**config.mk**
```make
export PLATFORM = sky130hd
export DESIGN_NAME = uart_frame_loader
export DESIGN_NICKNAME = d
export VERILOG_FILES = /design/src/rtl/uart_frame_loader.sv
export SDC_FILE = /design/constraint.sdc
export NUM_CORES = 1
export LEC_CHECK = 0
export BUFFER_PORTS_ARGS = -buffer_cell sky130_fd_sc_hd__buf_2
export CAP_MARGIN = 30
export CORE_MARGIN = 2
export CORE_UTILIZATION = 54
export CTS_CLUSTER_SIZE = 30
export DETAILED_ROUTE_END_ITERATION = 16
export PLACE_DENSITY_LB_ADDON = 0.25
export SYNTH_ARGS = -nofsm -noshare
export SYNTH_HDL_FRONTEND = slang
export SYNTH_SLANG_ARGS = --single-unit
```
**constraint.sdc**
```tcl
create_clock -name clk -period 2.6 [get_ports clk]
set_clock_uncertainty 0.15 [all_clocks]
set_input_delay 0.26 -clock clk [delete_from_list [all_inputs] [get_ports clk]]
set_output_delay 0.26 -clock clk [all_outputs]
set_load 0.02 [all_outputs]
```
**src/rtl/uart_frame_loader.sv**
```systemverilog
// uart_frame_loader: synchronises the UART receiver completion flag into clk,
// packs byte pairs little-endian into 16-bit words, writes them sequentially
// into the frame buffer and hands each full frame over with a done/ack handshake.
// Optional feature macro: FRAME_LOADER_TIMEOUT_EN (drops a stale low byte after
// TIMEOUT_CYCLES clk cycles in HI).
module uart_frame_loader #(
   parameter int ADDR_W         = 14,
   parameter int FRAME_WORDS    = 16384,
   parameter int TIMEOUT_CYCLES = 100000
) (
   input  logic              clk,
   input  logic              rst_n,
   input  logic [7:0]        rx_byte,
   input  logic              rx_valid,
   input  logic              frame_ack,
   output logic              mem_we,
   output logic [ADDR_W-1:0] mem_addr,
   output logic [15:0]       mem_wdata,
   output logic              frame_done,
   output logic              busy,
   output logic              byte_drop
);

   typedef enum logic [1:0] {LO, HI, WR, DONE} state_t;

   localparam logic [ADDR_W-1:0] LAST_ADDR = ADDR_W'(FRAME_WORDS - 1);

   // Synchroniser flops reset high so a flag already high at release is not an edge.
   logic s1_q, s2_q, s3_q;
   logic strobe;

   state_t            state_q, state_d;
   logic [ADDR_W-1:0] addr_q, addr_d;
   logic [15:0]       wdata_q, wdata_d;
   logic [7:0]        low_q, low_d;
   logic              we_q, we_d;
   logic              done_q, done_d;
   logic              busy_q, busy_d;
   logic              drop_q, drop_d;

`ifdef FRAME_LOADER_TIMEOUT_EN
   localparam int CNT_W = $clog2(TIMEOUT_CYCLES + 1);
   localparam logic [CNT_W-1:0] CNT_LAST = CNT_W'(TIMEOUT_CYCLES - 1);
   logic [CNT_W-1:0] cnt_q, cnt_d;
   logic             expire;

   // Cycle counter for the HI wait; cleared whenever HI is not the current state.
   always_comb begin
      cnt_d = '0;
      if (state_q == HI) cnt_d = cnt_q + 1'b1;
   end

   assign expire = (state_q == HI) && (cnt_q == CNT_LAST);

   // Timeout counter register.
   always_ff @(posedge clk or negedge rst_n) begin
      if (!rst_n) cnt_q <= '0;
      else        cnt_q <= cnt_d;
   end
`else
   logic unused_timeout;
   assign unused_timeout = (TIMEOUT_CYCLES == 0);
`endif

   // rx_valid crosses from the tick domain through two flops; the third gives edge history.
   always_ff @(posedge clk or negedge rst_n) begin
      if (!rst_n) begin
         s1_q <= 1'b1;
         s2_q <= 1'b1;
         s3_q <= 1'b1;
      end else begin
         s1_q <= rx_valid;
         s2_q <= s1_q;
         s3_q <= s2_q;
      end
   end

   assign strobe = s2_q & ~s3_q;

   // Next-state and datapath: byte pairing, address advance, frame handoff.
   always_comb begin
      state_d = state_q;
      addr_d  = addr_q;
      wdata_d = wdata_q;
      low_d   = low_q;
      drop_d  = 1'b0;
      case (state_q)
         LO: if (strobe) begin
            low_d   = rx_byte;
            state_d = HI;
         end
         HI: begin
            if (strobe) begin
               wdata_d = {rx_byte, low_q};
               state_d = WR;
            end
`ifdef FRAME_LOADER_TIMEOUT_EN
            else if (expire) begin
               low_d   = '0;
               drop_d  = 1'b1;
               state_d = LO;
            end
`endif
         end
         WR: begin
            if (addr_q == LAST_ADDR) begin
               // Frame complete; a byte landing here is already past the frame.
               state_d = DONE;
               drop_d  = strobe;
            end else begin
               addr_d = addr_q + 1'b1;
               if (strobe) begin
                  low_d   = rx_byte;
                  state_d = HI;
               end else begin
                  state_d = LO;
               end
            end
         end
         DONE: begin
            drop_d = strobe;
            if (frame_ack) begin
               addr_d  = '0;
               state_d = LO;
            end
         end
         default: state_d = LO;
      endcase
      we_d   = (state_d == WR);
      busy_d = (state_d == HI) || (state_d == WR);
      done_d = (state_d == DONE);
   end

   // State and registered outputs.
   always_ff @(posedge clk or negedge rst_n) begin
      if (!rst_n) begin
         state_q <= LO;
         addr_q  <= '0;
         wdata_q <= '0;
         low_q   <= '0;
         we_q    <= 1'b0;
         done_q  <= 1'b0;
         busy_q  <= 1'b0;
         drop_q  <= 1'b0;
      end else begin
         state_q <= state_d;
         addr_q  <= addr_d;
         wdata_q <= wdata_d;
         low_q   <= low_d;
         we_q    <= we_d;
         done_q  <= done_d;
         busy_q  <= busy_d;
         drop_q  <= drop_d;
      end
   end

   assign mem_we     = we_q;
   assign mem_addr   = addr_q;
   assign mem_wdata  = wdata_q;
   assign frame_done = done_q;
   assign busy       = busy_q;
   assign byte_drop  = drop_q;

endmodule
```
==> results of run 1 <==
-- kinds of logic after synthesis --
logic type / synth area share
compound gates: 0.136
fa+ha+maj: 0.0174
buf+inv: 0.0272
flops: 0.546
mux: 0.125
simple gates: 0.148
-- area by class of cell --
class / instances / area, µm²
fillers: 285 / 1210
flip-flops and latches: 47 / 1180
multi-input cells: 110 / 921
repair buffers: 49 / 280
clock buffers: 6 / 72.6
well taps: 48 / 60.1
clock inverters: 2 / 16.3
inverters: 2 / 7.51
-- metal layers --
metal	vias to the layer above	global-route usage	part of all wire
met5	-	0	0
met4	0	0.0638	0.0041
met3	4	0.0767	0.075
met2	67	0.339	0.50
met1	774	0.289	0.42
li1	725	-	-
-- critical path, stage by stage, from the launching register on --
cell and delay, ps:
dfrtp_1 460, ha_1 260, nand3_2 220, or4_4 610, o22ai_4 140, a211oi_1 110
ha_1 290, inv_1 40
-- flip-flops by register name (all words and copies together) (netlist names) --
register,cells
s1_q,1
low_q,8
mem_wdata,16
mem_we,1
frame_done,1
s2_q,1
busy,1
state_q,2
mem_addr,14
s3_q,1
byte_drop,1
-- power groups by stage --
stage	combinational [µW]	sequential [µW]	clock (µW)
after floorplan	491	1530	0
after global placement	1040	1290	0
after detailed placement	1070	1330	0
after CTS	1080	1310	451
after global routing	1160	1370	487
final	1070	1320	441
-- cells in the final DEF (no fill, tap or decap), types with 2 or more instances in the layout --
cell / netlist / final
a211o_1: 2 / 2
a21o_1: 3 / 3
a21oi_1: 4 / 4
a221o_1: 2 / 2
a31oi_1: 6 / 6
and2_1: 2 / 2
and4_1: 2 / 2
buf_2: 2 / 45
clkbuf_8: 0 / 5
dfrtp_1: 44 / 44
dfstp_2: 3 / 3
dlygate4sd3_1: 0 / 2
ha_1: 3 / 3
inv_1: 2 / 2
mux2_1: 9 / 9
mux2_2: 15 / 15
nand2_1: 5 / 5
nand2b_1: 3 / 3
nand3_1: 4 / 4
nand4_1: 4 / 4
nor2_1: 4 / 4
nor2b_1: 2 / 2
nor3_1: 5 / 5
nor4_4: 2 / 2
o21ai_0: 5 / 5
o31ai_1: 6 / 6
-- metrics by stage --
stage          utilization  total power (µW)  cell area, µm²  cells
4_1_cts              0.668              2850            2500    262
3_3_place_gp         0.641              2330            2400    253
5_1_grt              0.678              3020            2540    264
2_1_floorplan            -              2020            2160    168
3_5_place_dp         0.641              2400            2400    253
6_report             0.678              2830            2540    264
-- path summary, 6_finish.rpt --
path | end | slack, ps | depth (start not counted)
max | busy | 210 | 7
min | low_q[0] | 40 | 2
max reg2reg | busy | 210 | 7
min reg2reg | s2_q | 200 | 0
max in group asynchronous | s1_q | 1390 | 3
min in group asynchronous | mem_wdata[3] | 310 | 2
==> results.json, run 1 <==
{
  "synth-seq-area-share": 0.546,
  "cts_buffer_depth": 2,
  "ys_warn_count": 0,
  "grtUsageTotal": 0.218,
  "synthCells": 168,
  "startpoint": "mem_addr[0]",
  "drt-total-wl_um": 4440,
  "die_h_um": 67.2,
  "nets": 230,
  "dieArea_mm2": 0.00452,
  "ant_nets": 0,
  "yosys-top-cells-area": "dfrtp_1, mux2_2, mux2_1",
  "switchingPower_uw": 1170,
  "drv_slew": 0,
  "netlist_area_mm2": 0.00216,
  "synth_cell_types": 49,
  "relSlewSlack": 0.618,
  "finalHoldViolCount": 0,
  "cp-start-kind": "flip-flop",
  "viasPerCell": 5.95,
  "worst_slack_ps": 206,
  "clkLatencyLatePin_ps": 300,
  "ys_ff_latch": 47,
  "antenna_found_initial": 0,
  "p_seq_frac": 0.465,
  "ir_drop_uv": 699,
  "htree_num_levels": 2,
  "cts_resized": 0,
  "cts_setup_buffers": 0,
  "maxCapViolations": 0,
  "synth_edf_count": 0,
  "post_drt_wl_per_cell_um": 16.8,
  "synth_largest_area_cell": "dfrtp_1",
  "period_share": 0.921,
  "cts_hold_buffers": 1,
  "dr.pass1.iters": 5,
  "cts_inserted_buffers": 5,
  "start_util": 0.577,
  "cts.reportedPaths.clkPinSlew_ps": 90,
  "die_x_um": 67.2,
  "fmax_mhz": 418,
  "required_ps": 2640,
  "drc": 0,
  "synth_top_area_frac": 0.510,
  "worstMarginPinSlew_ps": 569,
  "r2r-start": "mem_addr[0]",
  "coreArea_mm2": 0.00374,
  "leakage_uw": 0.00118,
  "num_rows": 22,
  "synthTopCellsByCount": "dfrtp_1, mux2_2, mux2_1, a31oi_1, o31ai_1",
  "grt_pass1_wl_um": 7180,
  "vias": 1570,
  "power_frac_comb": 0.379,
  "swShare": 0.411,
  "grt_start_max_net_pins": 48,
  "syn_to_final_growth_pct": 17.5,
  "grt_pass1_vias": 1485,
  "antenna_cells": 0,
  "status": "complete, no violations",
  "gr-total-overflow": 0,
  "finalSetupTns_ps": 0,
  "p_clk_frac": 0.156,
  "min_path_type": "input port to flip-flop",
  "routabilityCongestion": 0.799,
  "synth.avg_cell_area_um2": 12.9,
  "dp_slack_ps": 262,
  "drive_above_1_share": 0.403,
  "dp_hpwl_um": 3120,
  "synth_flop_cell": "dfrtp_1",
  "min_from": "rx_byte[0]",
  "io_pins": 46,
  "cts_sinks": 47,
  "synthesis.nets": 183,
  "min_period_ps": 2390,
  "cp_max_fo": 7,
  "port_buffers": 45,
  "p_int_uw": 1670,
  "ys_async_sr_fraction": 1.00,
  "setup_viol": 0,
  "rsz0062_at_grt": "false",
  "worstPathArrival_ps": 2430,
  "cts_root_buffer": "clkbuf_8",
  "end_kind": "flip-flop",
  "tritoncts": "yes",
  "synth_most_common_cell": "dfrtp_1",
  "p_per_area_mw_per_mm2": 1120,
  "first_iter_violations": 120,
  "critPathKind": "flip-flop to flip-flop",
  "holdWs_ps": 36.7
}
(Power assumes the default switching activity.)
==> inputs of run 2 (changes only) <==
Settings changed: ABC_AREA from default to 1.
==> run 2 against run 1 <==
  * Synthesized cell count up 40%
  * Synthesized area rose by 2.4%
  * Routed wire length decreased by 11%
  * Sequential power shrank 12%
  * Clock power increased by 3%
  * Via count grew 7.5%
  * Critical endpoint unchanged
==> results.json, run 2 <==
{
  "end_kind": "flip-flop",
  "viasPerCell": 4.98,
  "dpl.cell_count": 328,
  "grt_pass1_wl_um": 6760,
  "synth-seq-area-share": 0.534,
  "antenna_cells": 0,
  "relSlewSlack": 0.656,
  "ys_ff_latch": 47,
  "synthTopCellsByCount": "nand2_1, dfrtp_1, inv_1, nand3_1, mux2_2",
  "finalSetupTns_ps": 0,
  "first_iter_violations": 88,
  "instances_no_fill": 339,
  "start_util": 0.557,
  "synthCells": 236,
  "antenna_found_initial": 0,
  "min_path_type": "input port to flip-flop",
  "final_util": 0.651,
  "total_power_uw": 2490,
  "grtUsageTotal": 0.196,
  "synth_most_common_cell": "nand2_1",
  "synth.avg_cell_area_um2": 9.37,
  "grt_start_max_net_pins": 36,
  "rsz0062_at_grt": "false",
  "cts_hold_buffers": 3,
  "io_pins": 46,
  "cts_inserted_buffers": 5,
  "routabilityCongestion": 0.812,
  "port_buffers": 45,
  "yosys-top-cells-area": "dfrtp_1, nand2_1, mux2_2",
  "post_drt_wl_per_cell_um": 11.7,
  "synth_edf_count": 0,
  "required_ps": 2690,
  "leakage_uw": 0.00135,
  "gr-total-overflow": 0,
  "drv_slew": 0,
  "num-fill-cells": 335,
  "largest_reg_flops": 16,
  "synth_flop_cell": "dfrtp_1",
  "critPathBufInv": 2,
  "grt_pass1_vias": 1559,
  "r2r-start": "s2_q",
  "htree_num_levels": 2,
  "cts_root_buffer": "clkbuf_8",
  "ys_warn_count": 0,
  "drive_above_1_share": 0.329,
  "cpMostUsedCell": "inv_1",
  "worstPathArrival_ps": 1970,
  "mostFrequentLayoutCell": "nand2_1",
  "cp_slowest_cell": "dfstp_2",
  "clkLatencyLatePin_ps": 300,
  "critPathKind": "flip-flop to flip-flop",
  "tritoncts": "yes",
  "syn_to_final_growth_pct": 16.9,
  "die_h_um": 68.0,
  "nets": 303,
  "netlist_area_mm2": 0.00221,
  "critical_path.top_delay_family": "simple AND/OR/NAND/NOR gates",
  "cts_buffer_depth": 2,
  "multi_input_area_um2": 901,
  "finalHoldViolCount": 0,
  "ff_latch_area_mm2": 0.00118,
  "min_from": "rx_byte[2]",
  "p_per_area_mw_per_mm2": 963,
  "met2_length_um": 1880,
  "stdcell_area_mm2": 0.00258,
  "dp_hpwl_um": 2870,
  "maxCapViolations": 0,
  "final_cell_mix": "nand2_1, buf_2, dfrtp_1, inv_1, nand3_1",
  "fmax_mhz": 534,
  "vias": 1688,
  "die_x_um": 68.0,
  "coreArea_mm2": 0.00397,
  "worstMarginPinSlew_ps": 514,
  "synth_largest_area_cell": "dfrtp_1",
  "ant_nets": 0,
  "period_share": 0.721,
  "cp-start-kind": "flip-flop",
  "drc": 0,
  "startpoint": "s2_q",
  "dr.pass1.iters": 4,
  "cts_setup_buffers": 0,
  "cts_resized": 0,
  "wirelength_met1_um": 1810,
  "cts.reportedPaths.clkPinSlew_ps": 90,
  "dieArea_mm2": 0.00462,
  "dr_wl_met3_um": 209,
  "top_layer": "met4",
  "status": "complete, no violations",
  "crit_chain": "inv_1 -> nor2_8 -> nand3_2 -> nand3_1 -> ha_1 -> inv_1",
  "drt-total-wl_um": 3970,
  "critPathMaxStageDelay_ps": 540,
  "cp_max_fo": 17,
  "synthesis.nets": 251,
  "synth_cell_types": 27,
  "synth_top_area_frac": 0.498,
  "min_period_ps": 1870,
  "cts_sinks": 47,
  "ir_drop_uv": 549,
  "num_rows": 23,
  "place_area_mm2": 0.00246,
  "ys_async_sr_fraction": 1.00,
  "setup_viol": 0
}
## run 2: changes by cell type in the layout (fill, tap and decap cells not counted), moves of 4 or more
cell,previous run,this run
nor2_1,4,13
o21ai_2,1,6
o31ai_1,6,0
mux2_1,9,0
a31oi_1,6,0
inv_1,2,21
nand3_1,4,20
nand2_1,5,80
nand2_2,0,4
## run 2: cell type report
type                            count  area share
Clock buffer                        5      0.0266
Clock inverter                      3     0.00920
Sequential cell                    47       0.456
Timing Repair Buffer               49       0.102
Inverter                           23      0.0334
Tap cell                           50      0.0242
Multi-Input combinational cell    162       0.348
## run 2: metrics by stage
step	setup WS (ps)	hold WS, ps
after floorplan	736	-186
after global placement	747	15.2
after detailed placement	742	16.7
after CTS	723	4.89
after global routing	528	9.59
final	727	10.2
## run 2: cell families after synthesis
family | after synthesis | synth area share
adders and majority gates | 3 | 0.0170
AOI/OAI and AO/OA | 11 | 0.0351
buffers and inverters | 27 | 0.0589
and+or+nand+nor | 131 | 0.270
xor gates and xnor gates | 1 | 0.00396
DFF | 47 | 0.534
muxes | 16 | 0.0815
## run 2: routing by layer
layer / GRT usage / up-vias
li1: - / 853
met1: 0.237 / 783
met2: 0.333 / 42
met3: 0.0576 / 10
met4: 0.0725 / 0
met5: 0 / -
## run 2: path summary, 6_finish.rpt
path	to	slack [ps]	cells past startpoint
min in group asynchronous	mem_addr[0]	210	2
min reg2reg	s2_q	210	0
max reg2reg	busy	730	6
max in group asynchronous	s3_q	1320	3
max	busy	730	6
min	low_q[2]	10	3
## run 2: worst register-to-register path, delay by kind of cell, from the launching register on
kind,cells,cell delay (ps)
adders and majority gates,1,260
buffers and inverters,2,130
DFF,1,540
and+or+nand+nor,3,740
## run 2: power breakdown
group	internal (µW)	switching [µW]
clock network	192	261
registers	985	178
logic	343	530
total	1520	968
==> inputs of run 3 (changes only) <==
Clock period 2.6 ns to 2 ns, I/O delays scaled along.
==> run 3 against run 2 <==
  * Setup slack worse by 560 ps
  * Final cell count up 2.7%
  * Clock power up 34%
  * Combinational power up 34%
  * Die area unchanged
  * Sequential cell count unchanged
  * Register-to-register slack worse by 560 ps
  * Utilization up 2.9 points
  * Power up 32%
  * First-iteration DRC count down 13%
  * Via count up 3.4%
  * Critical endpoint is now frame_done
  * Largest cell class unchanged
==> results.json, run 3 (same netlist as run 2, synthesis figures left out) <==
{
  "routabilityCongestion": 0.845,
  "port_buffers": 45,
  "p_int_uw": 2030,
  "required_ps": 2040,
  "grt_pass1_vias": 1768,
  "vias": 1746,
  "largest_reg_flops": 16,
  "setup_viol": 0,
  "p_per_area_mw_per_mm2": 1220,
  "dieArea_mm2": 0.00462,
  "min_period_ps": 1840,
  "whs_endpoint": "state_q[1]",
  "mostFrequentLayoutCell": "nand2_1",
  "rsz0062_at_grt": "false",
  "tritoncts": "yes",
  "worst_slack_ps": 163,
  "worstPathArrival_ps": 1880,
  "p_clk_frac": 0.184,
  "grtUsageTotal": 0.213,
  "grt_pass1_wl_um": 7290,
  "relSlewSlack": 0.736,
  "ant_nets": 0,
  "critPathKind": "flip-flop to flip-flop",
  "fmax_mhz": 544,
  "dr.pass1.iters": 4,
  "cts_root_buffer": "clkbuf_8",
  "dp_hpwl_um": 2890,
  "r2r_cells": 10,
  "num-fill-cells": 332,
  "cts_buffer_depth": 2,
  "viasPerCell": 5.02,
  "r2r-start": "mem_addr[0]",
  "post_drt_wl_per_cell_um": 12.1,
  "drt-total-wl_um": 4200,
  "io_pins": 46,
  "stdcell_area_mm2": 0.00270,
  "period_share": 0.918,
  "dp_slack_ps": 171,
  "antenna_cells": 0,
  "worstMarginPinSlew_ps": 395,
  "cts_sinks": 47,
  "status": "complete, no violations",
  "rr_endpoint": "frame_done",
  "cp_max_fo": 5,
  "min_path_cells": 4,
  "total_power_uw": 3290,
  "clkLatencyLatePin_ps": 300,
  "finalHoldViolCount": 0,
  "power_frac_comb": 0.357,
  "finalSetupTns_ps": 0,
  "grt_start_max_net_pins": 48,
  "cts_inserted_buffers": 5,
  "gr-total-overflow": 0,
  "htree_num_levels": 2,
  "maxCapViolations": 0,
  "p_seq_frac": 0.459,
  "final_util": 0.680,
  "min_from": "frame_ack",
  "start_util": 0.557,
  "cp-start-kind": "flip-flop",
  "antenna_found_initial": 0,
  "end_kind": "flip-flop",
  "drv_slew": 0,
  "place_area_mm2": 0.00249,
  "min_path_type": "input port to flip-flop",
  "drc": 0,
  "nets": 312,
  "die_h_um": 68.0,
  "cts.reportedPaths.clkPinSlew_ps": 80,
  "final_cell_mix": "nand2_1, buf_2, dfrtp_1, inv_1, nand3_1",
  "coreArea_mm2": 0.00397,
  "first_iter_violations": 77,
  "syn_to_final_growth_pct": 22.1,
  "num_rows": 23,
  "switchingPower_uw": 1260,
  "die_x_um": 68.0,
  "regToRegSetupSlack_ps": 160,
  "leakage_uw": 0.00141,
  "ir_drop_uv": 855,
  "drive_above_1_share": 0.326,
  "swShare": 0.384
}
run 3: worst max-delay path, cell delays in order (launching register included):
cell     delay, ps
dfrtp_1        420
ha_1           240
nand2_1        130
nor2_4          60
nand2_2        100
inv_2           50
nand2_2        100
nand3_1         90
nand2_1         60
o21ai_0        120
ha_1           230
run 3: metal layers:
metal  vias to the layer above  track usage  wire length (µm)
met3                         7       0.0658               220
met4                         0       0.0825                55
li1                        870            -                 -
met5                         -            0                 0
met2                        44        0.367              2070
met1                       825        0.247              1850
run 3: final cells by class:
class                      instances  area, µm²  area share
sequential                        47       1180       0.437
clock buffer                       6       82.6      0.0306
inverter                          23       86.3      0.0320
clock inverter                     2       16.3     0.00602
tap                               50       62.6      0.0232
multi-input combinational        162        912       0.338
timing repair buffer              58        360       0.133
run 3: power groups by stage:
stage | Sequential (µW) | Combinational (µW) | Clock, µW
2_1_floorplan | 1770 | 559 | 0
3_3_place_gp | 1510 | 1140 | 0
3_5_place_dp | 1530 | 1170 | 0
4_1_cts | 1510 | 1180 | 625
5_1_grt | 1560 | 1320 | 668
6_report | 1510 | 1170 | 606
run 3: what timing repair did:
| action | CTS | global route |
|---|---|---|
| resized for setup | 0 | 2 |
| endpoints found under the setup margin | 0 | 3 |
| hold buffers | 10 | 0 |
| buffers inserted | 0 | 0 |
| endpoints found under the hold margin | 62 | 0 |
run 3: how the worst max path moves through the flow:
stage | start | endpoint | slack (ps)
floorplan | mem_addr[0] | busy | 140
finish | mem_addr[0] | frame_done | 160
CTS | mem_addr[0] | low_q[1] | 150
global placement | mem_addr[0] | busy | 210
detailed placement | mem_addr[0] | busy | 170
global route | mem_addr[0] | frame_done | 4
run 3: per-stage QoR:
step,hold WS (ps),cells
4_1_cts,198,348
3_5_place_dp,50.4,330
5_1_grt,217,348
2_1_floorplan,-246,236
6_report,208,348
3_3_place_gp,53.7,330
